**src/rtl/load_pkg.sv**
```systemverilog
// Shared definitions for the load/writeback unit: funct3 load encodings,
// FSM state encoding and the load legality check.
package load_pkg;

   localparam logic [2:0] F3_LB  = 3'b000;
   localparam logic [2:0] F3_LH  = 3'b001;
   localparam logic [2:0] F3_LW  = 3'b010;
   localparam logic [2:0] F3_LBU = 3'b100;
   localparam logic [2:0] F3_LHU = 3'b101;

   typedef enum logic [1:0] {
      S_IDLE  = 2'd0,
      S_REQ   = 2'd1,
      S_WB    = 2'd2,
      S_FAULT = 2'd3
   } state_t;

   // A load is legal when funct3 is a known load type and the byte address
   // is naturally aligned for its access size.
   function automatic logic load_legal(input logic [2:0] f3, input logic [1:0] addr_lo);
      logic ok;
      case (f3)
         F3_LB, F3_LBU: ok = 1'b1;
         F3_LH, F3_LHU: ok = ~addr_lo[0];
         F3_LW:         ok = (addr_lo == 2'b00);
         default:       ok = 1'b0;
      endcase
      return ok;
   endfunction

endpackage

```
**src/rtl/load_extend.sv**
```systemverilog
// Combinational byte/halfword lane selection (little-endian) and
// sign/zero extension of a 32-bit memory word.
module load_extend
   import load_pkg::*;
(
   input  logic [31:0] rdata,
   input  logic [1:0]  addr_lo,
   input  logic [2:0]  funct3,
   output logic [31:0] result
);

   logic [7:0]  byte_sel;
   logic [15:0] half_sel;

   // Pick the addressed lane, then extend according to the load type.
   always_comb begin
      byte_sel = rdata[{addr_lo, 3'b000} +: 8];
      half_sel = addr_lo[1] ? rdata[31:16] : rdata[15:0];
      case (funct3)
         F3_LB:   result = {{24{byte_sel[7]}}, byte_sel};
         F3_LBU:  result = {24'd0, byte_sel};
         F3_LH:   result = {{16{half_sel[15]}}, half_sel};
         F3_LHU:  result = {16'd0, half_sel};
         default: result = rdata;
      endcase
   end

endmodule

```
**src/rtl/load_writeback_unit.sv**
```systemverilog
// Load/writeback unit: accepts a load request, reads one word from memory,
// extends the addressed lane and writes it to the register file.
// Optional feature macro: LOAD_TIMEOUT_EN (abandon a load with a fault when
// mem_ack does not arrive within TIMEOUT_CYCLES request cycles).
//
// Memory handshake: mem_req acts as valid; mem_ack acts as ready. A read
// completes in the cycle where both are high (mem_rdata valid that cycle).
// Once raised, mem_req stays high and mem_addr stays stable until that
// cycle (or until a timeout/reset abandons the request).
module load_writeback_unit
   import load_pkg::*;
#(
   parameter int TIMEOUT_CYCLES = 255
)
(
   input  logic        clk,
   input  logic        reset,
   input  logic        start,
   input  logic [2:0]  funct3,
   input  logic [31:0] addr,
   input  logic [4:0]  rd,
   output logic        mem_req,
   output logic [31:0] mem_addr,
   input  logic        mem_ack,
   input  logic [31:0] mem_rdata,
   output logic        busy,
   output logic        done,
   output logic        fault,
   output logic        writeEnable,
   output logic [4:0]  writeAddr,
   output logic [31:0] writeData,
   output state_t      debug_state
);

   state_t      state_q;
   state_t      state_d;
   logic [31:0] addr_q;
   logic [2:0]  funct3_q;
   logic [4:0]  rd_q;
   logic [31:0] data_q;
   logic [31:0] ext_result;
   logic        timeout_hit;

   load_extend u_extend (
      .rdata   (mem_rdata),
      .addr_lo (addr_q[1:0]),
      .funct3  (funct3_q),
      .result  (ext_result)
   );

`ifdef LOAD_TIMEOUT_EN
   localparam int TW = ($clog2(TIMEOUT_CYCLES + 1) > 8) ? $clog2(TIMEOUT_CYCLES + 1) : 8;
   logic [TW-1:0] timer_q;

   // Counts request cycles; held at zero outside REQ so it starts clean on entry.
   always_ff @(posedge clk) begin
      if (reset) begin
         timer_q <= '0;
      end else if (state_q != S_REQ) begin
         timer_q <= '0;
      end else begin
         timer_q <= timer_q + TW'(1);
      end
   end

   // Last allowed request cycle is the TIMEOUT_CYCLES-th one.
   assign timeout_hit = (timer_q == TW'(TIMEOUT_CYCLES - 1));
`else
   assign timeout_hit = 1'b0;
`endif

   // State register.
   always_ff @(posedge clk) begin
      if (reset) begin
         state_q <= S_IDLE;
      end else begin
         state_q <= state_d;
      end
   end

   // Next-state logic; start is only looked at in IDLE, mem_ack only in REQ.
   always_comb begin
      state_d = state_q;
      case (state_q)
         S_IDLE: begin
            if (start) begin
               state_d = load_legal(funct3, addr[1:0]) ? S_REQ : S_FAULT;
            end
         end
         S_REQ: begin
            if (mem_ack) begin
               state_d = S_WB;
            end else if (timeout_hit) begin
               state_d = S_FAULT;
            end
         end
         S_WB:    state_d = S_IDLE;
         S_FAULT: state_d = S_IDLE;
         default: state_d = S_IDLE;
      endcase
   end

   // Moore outputs decoded from the current state.
   always_comb begin
      mem_req     = (state_q == S_REQ);
      busy        = (state_q != S_IDLE);
      done        = (state_q == S_WB) || (state_q == S_FAULT);
      fault       = (state_q == S_FAULT);
      writeEnable = (state_q == S_WB) && (rd_q != 5'd0);
   end

   // Request fields latch on an accepted start; read data latches on the ack.
   always_ff @(posedge clk) begin
      if (reset) begin
         addr_q   <= '0;
         funct3_q <= '0;
         rd_q     <= '0;
         data_q   <= '0;
      end else begin
         if (state_q == S_IDLE && start) begin
            addr_q   <= addr;
            funct3_q <= funct3;
            rd_q     <= rd;
         end
         if (state_q == S_REQ && mem_ack) begin
            data_q <= ext_result;
         end
      end
   end

   assign mem_addr    = {addr_q[31:2], 2'b00};
   assign writeAddr   = rd_q;
   assign writeData   = data_q;
   assign debug_state = state_q;

endmodule

```
**config.mk**
```make
export PLATFORM = sky130hd
export DESIGN_NAME = load_writeback_unit
export DESIGN_NICKNAME = d
export VERILOG_FILES = /design/src/rtl/load_pkg.sv /design/src/rtl/load_extend.sv /design/src/rtl/load_writeback_unit.sv
export SDC_FILE = /design/constraint.sdc
export NUM_CORES = 1
export LEC_CHECK = 0
export CORE_ASPECT_RATIO = 0.8
export CORE_MARGIN = 2
export CORE_UTILIZATION = 23
export DETAILED_ROUTE_END_ITERATION = 7
export GPL_TIMING_DRIVEN = 0
export RECOVER_POWER = 100
export SYNTH_ARGS = -nofsm -noshare
export SYNTH_HDL_FRONTEND = slang
export SYNTH_SLANG_ARGS = --single-unit
```
**constraint.sdc**
```tcl
create_clock -name clk -period 2.04 [get_ports clk]
set_input_delay 0.51 -clock clk [delete_from_list [all_inputs] [get_ports clk]]
set_output_delay 0.51 -clock clk [all_outputs]
set_load 0.02 [all_outputs]
```
Yosys cells after proc, flatten, opt, wreduce, memory -nomap -nowiden:

Cells that the tools add are included.
W data, S select, Z words.

* register bits after elaboration: 74
* bits in latches: 0
* memory bits (writable): 0
* ROM bits: 0
* output and inout bits: 76
* memories kept: 0

* add/sub/neg operators: 0
* multiply operators: 0
* div/mod/pow operators: 0
* $lt $le $gt $ge: 0
* equality and inequality tests: 12
* shifts and indexed selects: 1
* muxes and demuxes: 9
* bitwise gates (word level): 1
* reductions and logical operators: 14

Operator list (count)
* $pmux W32 S4: 1
* $shiftx A32 B6 Y8: 1
* $mux W16: 1
* $eq A3 B3 Y1 const B: 4
* $eq A3 B1 Y1 const B: 2
* $logic_not A3 Y1: 2
* $mux W2: 3
* $pmux W2 S3: 1
* $reduce_or A2 Y1: 3
* $reduce_bool A5 Y1: 1
* $eq A2 B2 Y1 const B: 2
* $logic_not A2 Y1: 2
* $eq A3 B2 Y1 const B: 1
* $logic_and A1 B1 Y1: 3
* $pmux W1 S3: 1
* $eq A2 B1 Y1 const B: 1
* $mux W1: 2
* $ne A2 B1 Y1 const B: 1
* $ne A2 B2 Y1 const B: 1
* $reduce_and A2 Y1: 1
* $reduce_bool A2 Y1: 1
* $logic_or A1 B1 Y1: 1
* $not A1 Y1: 1

Depth between registers and ports, before layout:

* depth after elaboration: 8
* mapped depth: 6
* depth with buffers taken out: 4

Cells and area by module:

From an unflattened synthesis, not the netlist that was laid out.

* cell total of the unflattened synthesis: 460
* area total of the unflattened synthesis: 3671.0 sq um

Modules (own cells, without submodules)
* load_writeback_unit: instances 1, cells each 364, area an instance 2825.2 sq um
* load_extend: instances 1, cells each 96, area an instance 845.8 sq um

Worst setup path after synthesis:

No wires, ideal clock.

* kind: reg-to-reg
* start point: register state_q[0], in the netlist debug_state[0]
* end point: register data_q[14], in the netlist writeData[14]
* setup time: 0.149 ns
* data arrival time: 1.656 ns
* required time: 1.891 ns
* path slack: 0.235 ns
* stages on the path, launching flop included: 6
* path buffers: 1
* clock period less this slack: 1.805 ns
* cell sequence: dfxtp_1 nor2b_1 nand2_1 clkbuf_1 nor2_1 a211oi_1

* longest elaborated chain between the ends: 2

RTL lines
* start: declaration: line load_writeback_unit.sv:35 `state_t state_q;`
* start signal: assignment: line load_writeback_unit.sv:77 `state_q <= state_d;`
* $eq A2 B1 Y1
* net mem_req: line load_writeback_unit.sv:22 `output logic mem_req,`
* $logic_and A1 B1 Y1: line load_writeback_unit.sv:125 `if (state_q == S_REQ && mem_ack) begin`
* end signal: assignment: line load_writeback_unit.sv:126 `data_q <= ext_result;`
* end: declaration: line load_writeback_unit.sv:40 `logic [31:0] data_q;`

The timed path passes the listed nets, and every way through them passes these cells.
A chain may end at the register's enable or synchronous reset.

Worst setup path in the final report:

* start point: register rd_q[3], in the netlist writeAddr[3]
* end point: output writeEnable

* longest elaborated chain between the ends: 2

RTL lines
* start: declaration: line load_writeback_unit.sv:39 `logic [4:0] rd_q;`
* start signal: assignment: line load_writeback_unit.sv:123 `rd_q <= rd;`
* $reduce_bool A5 Y1: line load_writeback_unit.sv:109 `writeEnable = (state_q == S_WB) && (rd_q != 5'd0);`
* $logic_and A1 B1 Y1: line load_writeback_unit.sv:109
* end: declaration: line load_writeback_unit.sv:29 `output logic writeEnable,`

No other way between the ends.

==> results.sh <==
export IMPL_status="completed"
export IMPL_drt_pass1_iter_count=4
export IMPL_ys_flop_type="dfxtp_1"
export IMPL_cp_start_kind="flop"
export IMPL_grt_pass1_vias=3537
export IMPL_drive_gt1_share_pct=13.9
export IMPL_hold_viol=0
export IMPL_drt_iter0_markers=119
export IMPL_num_rows=40
export IMPL_wl_um=12300
export IMPL_synth_most_common_cell="nand2_1"
export IMPL_routabilityCongestion=0.873
export IMPL_diodes=0
export IMPL_cap_violations=0
export IMPL_worstMarginPinSlew_ps=694
export IMPL_synth_simple_area_share_pct=22.4
export IMPL_r2r_slack_ps=220
export IMPL_clkPwrFrac_pct=41.1
export IMPL_io_pins=152
export IMPL_finalSetupTns_ps=0
export IMPL_finalInstanceArea_um2=5560
export IMPL_die_area_um2=16100
export IMPL_ys_ff_latch=74
export IMPL_io_buffers=148
export IMPL_vias_per_cell=4.51
export IMPL_p_per_area_nw_per_um2=803
export IMPL_finalMaxSlewViolations=0
export IMPL_hold_class="reg2reg"
export IMPL_dpl_cell_area_um2=5200
export IMPL_skew_ps=9.97
export IMPL_async_flop_share_pct=0
export IMPL_grt_max_degree=14
export IMPL_clkLatencyLatePin_ps=340
export IMPL_netlist_area_um2=3480
export IMPL_power_frac_comb_pct=22.5
export IMPL_nets=667
export IMPL_seq_power_share_pct=36.4
export IMPL_leakage_nw=2.19
export IMPL_setup_viol=0
export IMPL_cts_hold_buf=0
export IMPL_clkTransAtPathRegs_ps=60
export IMPL_vdd_drop_max_v=0.000414
export IMPL_coreArea_um2=14900
export IMPL_synth_xor_area_share_pct=0
export IMPL_holdWs_ps=455
export IMPL_drc_errors=0
export IMPL_worst_ep_arrival_time_ps=1500
export IMPL_post_drt_wl_per_cell_um=15.6
export IMPL_ys_types=38
export IMPL_synth_top_family_by_area="simple AND/OR/NAND/NOR gates"
export IMPL_rsz0062_at_grt="yes"
export IMPL_slew_headroom_pct=53.5
export IMPL_synth_compound_area_share_pct=20.7
export IMPL_hpwl_um=9370
export IMPL_syn_inst=431
export IMPL_synth_top_area_cell="dfxtp_1"
export IMPL_synth_mux_area_share_pct=2.70
export IMPL_dieHeight_um=114
export IMPL_max_freq_mhz=496
export IMPL_crit_path_cell_trace="or4_4 -> nor2_2 -> nor3b_1 -> buf_4"
export IMPL_cp_end_kind="primary output"
export IMPL_switching_power_mw=1.24
export IMPL_syn2layout_area_growth_pct=59.8
export IMPL_slowest_delay_ps=540
export IMPL_yosysSeqAreaShare_pct=42.6
export IMPL_cp_max_fo=3
export IMPL_clk_path_buf_depth=2
export IMPL_synth_edf_count=0
export IMPL_htreeDepth=3
export IMPL_cts_sinks=74
export IMPL_synth_top_area_share_pct=42.6
export IMPL_critical_path_class="reg2out"
export IMPL_post_synth_cell_area_avg_um2=8.08
export IMPL_post_route_period_util_pct=98.8
export IMPL_fin_crit_ps=2010
export IMPL_ant_nets=0
export IMPL_overflow=0
export IMPL_grt_pass1_wl_um=19000
export IMPL_yosys_area_share_adder_pct=0
export IMPL_cts_buffers=9
export IMPL_synth_warnings=0
export IMPL_via_count=3544
export IMPL_grtUsageTotal_pct=15.3
export IMPL_cts_root_buffer="clkbuf_16"
export IMPL_antenna_found_initial=0
export IMPL_worstPathRequired_ps=1530
export IMPL_intPower_mw=3.23
export IMPL_sw_frac_of_total_pct=27.7
export IMPL_die_w_um=142
export IMPL_cts_tree="built"
export IMPL_synth_common_cells="nand2_1 (103), dfxtp_1 (74), a21oi_1 (56), buf_4 (35), nor2_1 (28)"
export IMPL_synthTopCellsByArea="dfxtp_1 (43%), nand2_1 (11%), a21oi_1 (8.1%)"
export IMPL_cp_slowest_cell="or4_4"
export IMPL_initial_core_util_pct=23.3
==> cell usage in the layout, fill, tap and decap left out, drive strengths merged, types with 2 or more instances in the layout <==
| cell | n |
|---|---|
| nand2 | 103 |
| clkdlybuf4s50 | 83 |
| dfxtp | 74 |
| dlygate4sd3 | 62 |
| a21oi | 56 |
| buf | 38 |
| clkbuf | 37 |
| nor2 | 28 |
| a211oi | 26 |
| mux2i | 9 |
| nand3b | 8 |
| o22ai | 7 |
| o21ai | 7 |
| nor2b | 6 |
| nand2b | 6 |
| a221oi | 6 |
| nor4 | 4 |
| nor3 | 4 |
| clkinv | 4 |
| inv | 3 |
| o221ai | 3 |
| bufinv | 3 |
| or2 | 3 |
| and2 | 2 |
| conb | 2 |
| dlygate4sd2 | 2 |
| nor3b | 2 |
==> critical path, delay by kind of cell (launching register included) <==
family / cells / cell delay [ps]
DFF: 1 / 330
and+or+nand+nor: 3 / 680
buffers and inverters: 1 / 160
==> worst paths after layout <==
kind,cells past startpoint,from,end
max,4,writeAddr[3],writeEnable
min,2,addr_q[26],addr_q[26]
max reg2reg,5,addr_q[1],writeData[29]
min reg2reg,2,addr_q[26],addr_q[26]
==> cell type report <==
class,instances,area [um^2]
Clock inverter,7,118
Buffer,65,392
Fill cell,1518,9350
Tap cell,189,236
Timing Repair Buffer,148,1480
Inverter,3,11.3
Multi-Input combinational cell,290,1620
Sequential cell,74,1490
Clock buffer,9,225
==> registers in the layout (all words and copies together), names as in the netlist <==
register / flops
debug_state: 2
writeData: 32
writeAddr: 5
funct3_q: 3
addr_q: 32
==> per-stage QoR <==
step / power [mW] / util (%) / instances / worst slack (ps)
floorplan: 2.19 / - / 432 / 235
global placement: 2.68 / 34.9 / 769 / -473
detailed placement: 2.69 / 34.9 / 769 / -494
CTS: 4.56 / 37.3 / 785 / -19.6
finish: 4.47 / 37.3 / 785 / 25.1
global route: 4.68 / 37.3 / 785 / -43.1
==> timing repair <==
action | 4_1_cts | 5_1_grt
setup endpoints to repair | 21 | 3
resized for setup | 13 | 5
buffers inserted | 0 | 0
pin swaps | 0 | 1
==> power groups by stage <==
stage,clock network [mW],logic [mW],registers [mW]
after floorplan,0,0.485,1.71
after global placement,0,1.03,1.65
after detailed placement,0,1.04,1.66
after CTS,1.89,1.04,1.63
after global routing,1.96,1.09,1.64
final,1.83,1.01,1.63
==> kinds of logic (layout without fill, tap and decap cells) <==
group                  count (synthesis)  count (layout)
multiplexers                           9               9
AND/OR/NAND/NOR                      170             170
buffers and inverters                 68             232
AO/OA/AOI/OAI                        109             109
other                                  1               2
flip-flops                            74              74
==> layer usage <==
metal / part of all wire (%) / GRT usage (%) / routed length, um / vias to the layer above
met5: 0 / 0 / 0 / -
met4: 1.8 / 5.33 / 227 / 0
met3: 6.8 / 5.08 / 834 / 19
met2: 46 / 24.2 / 5690 / 119
met1: 45 / 19.6 / 5530 / 1636
li1: - / - / - / 1770
(Power assumes the default switching activity.)
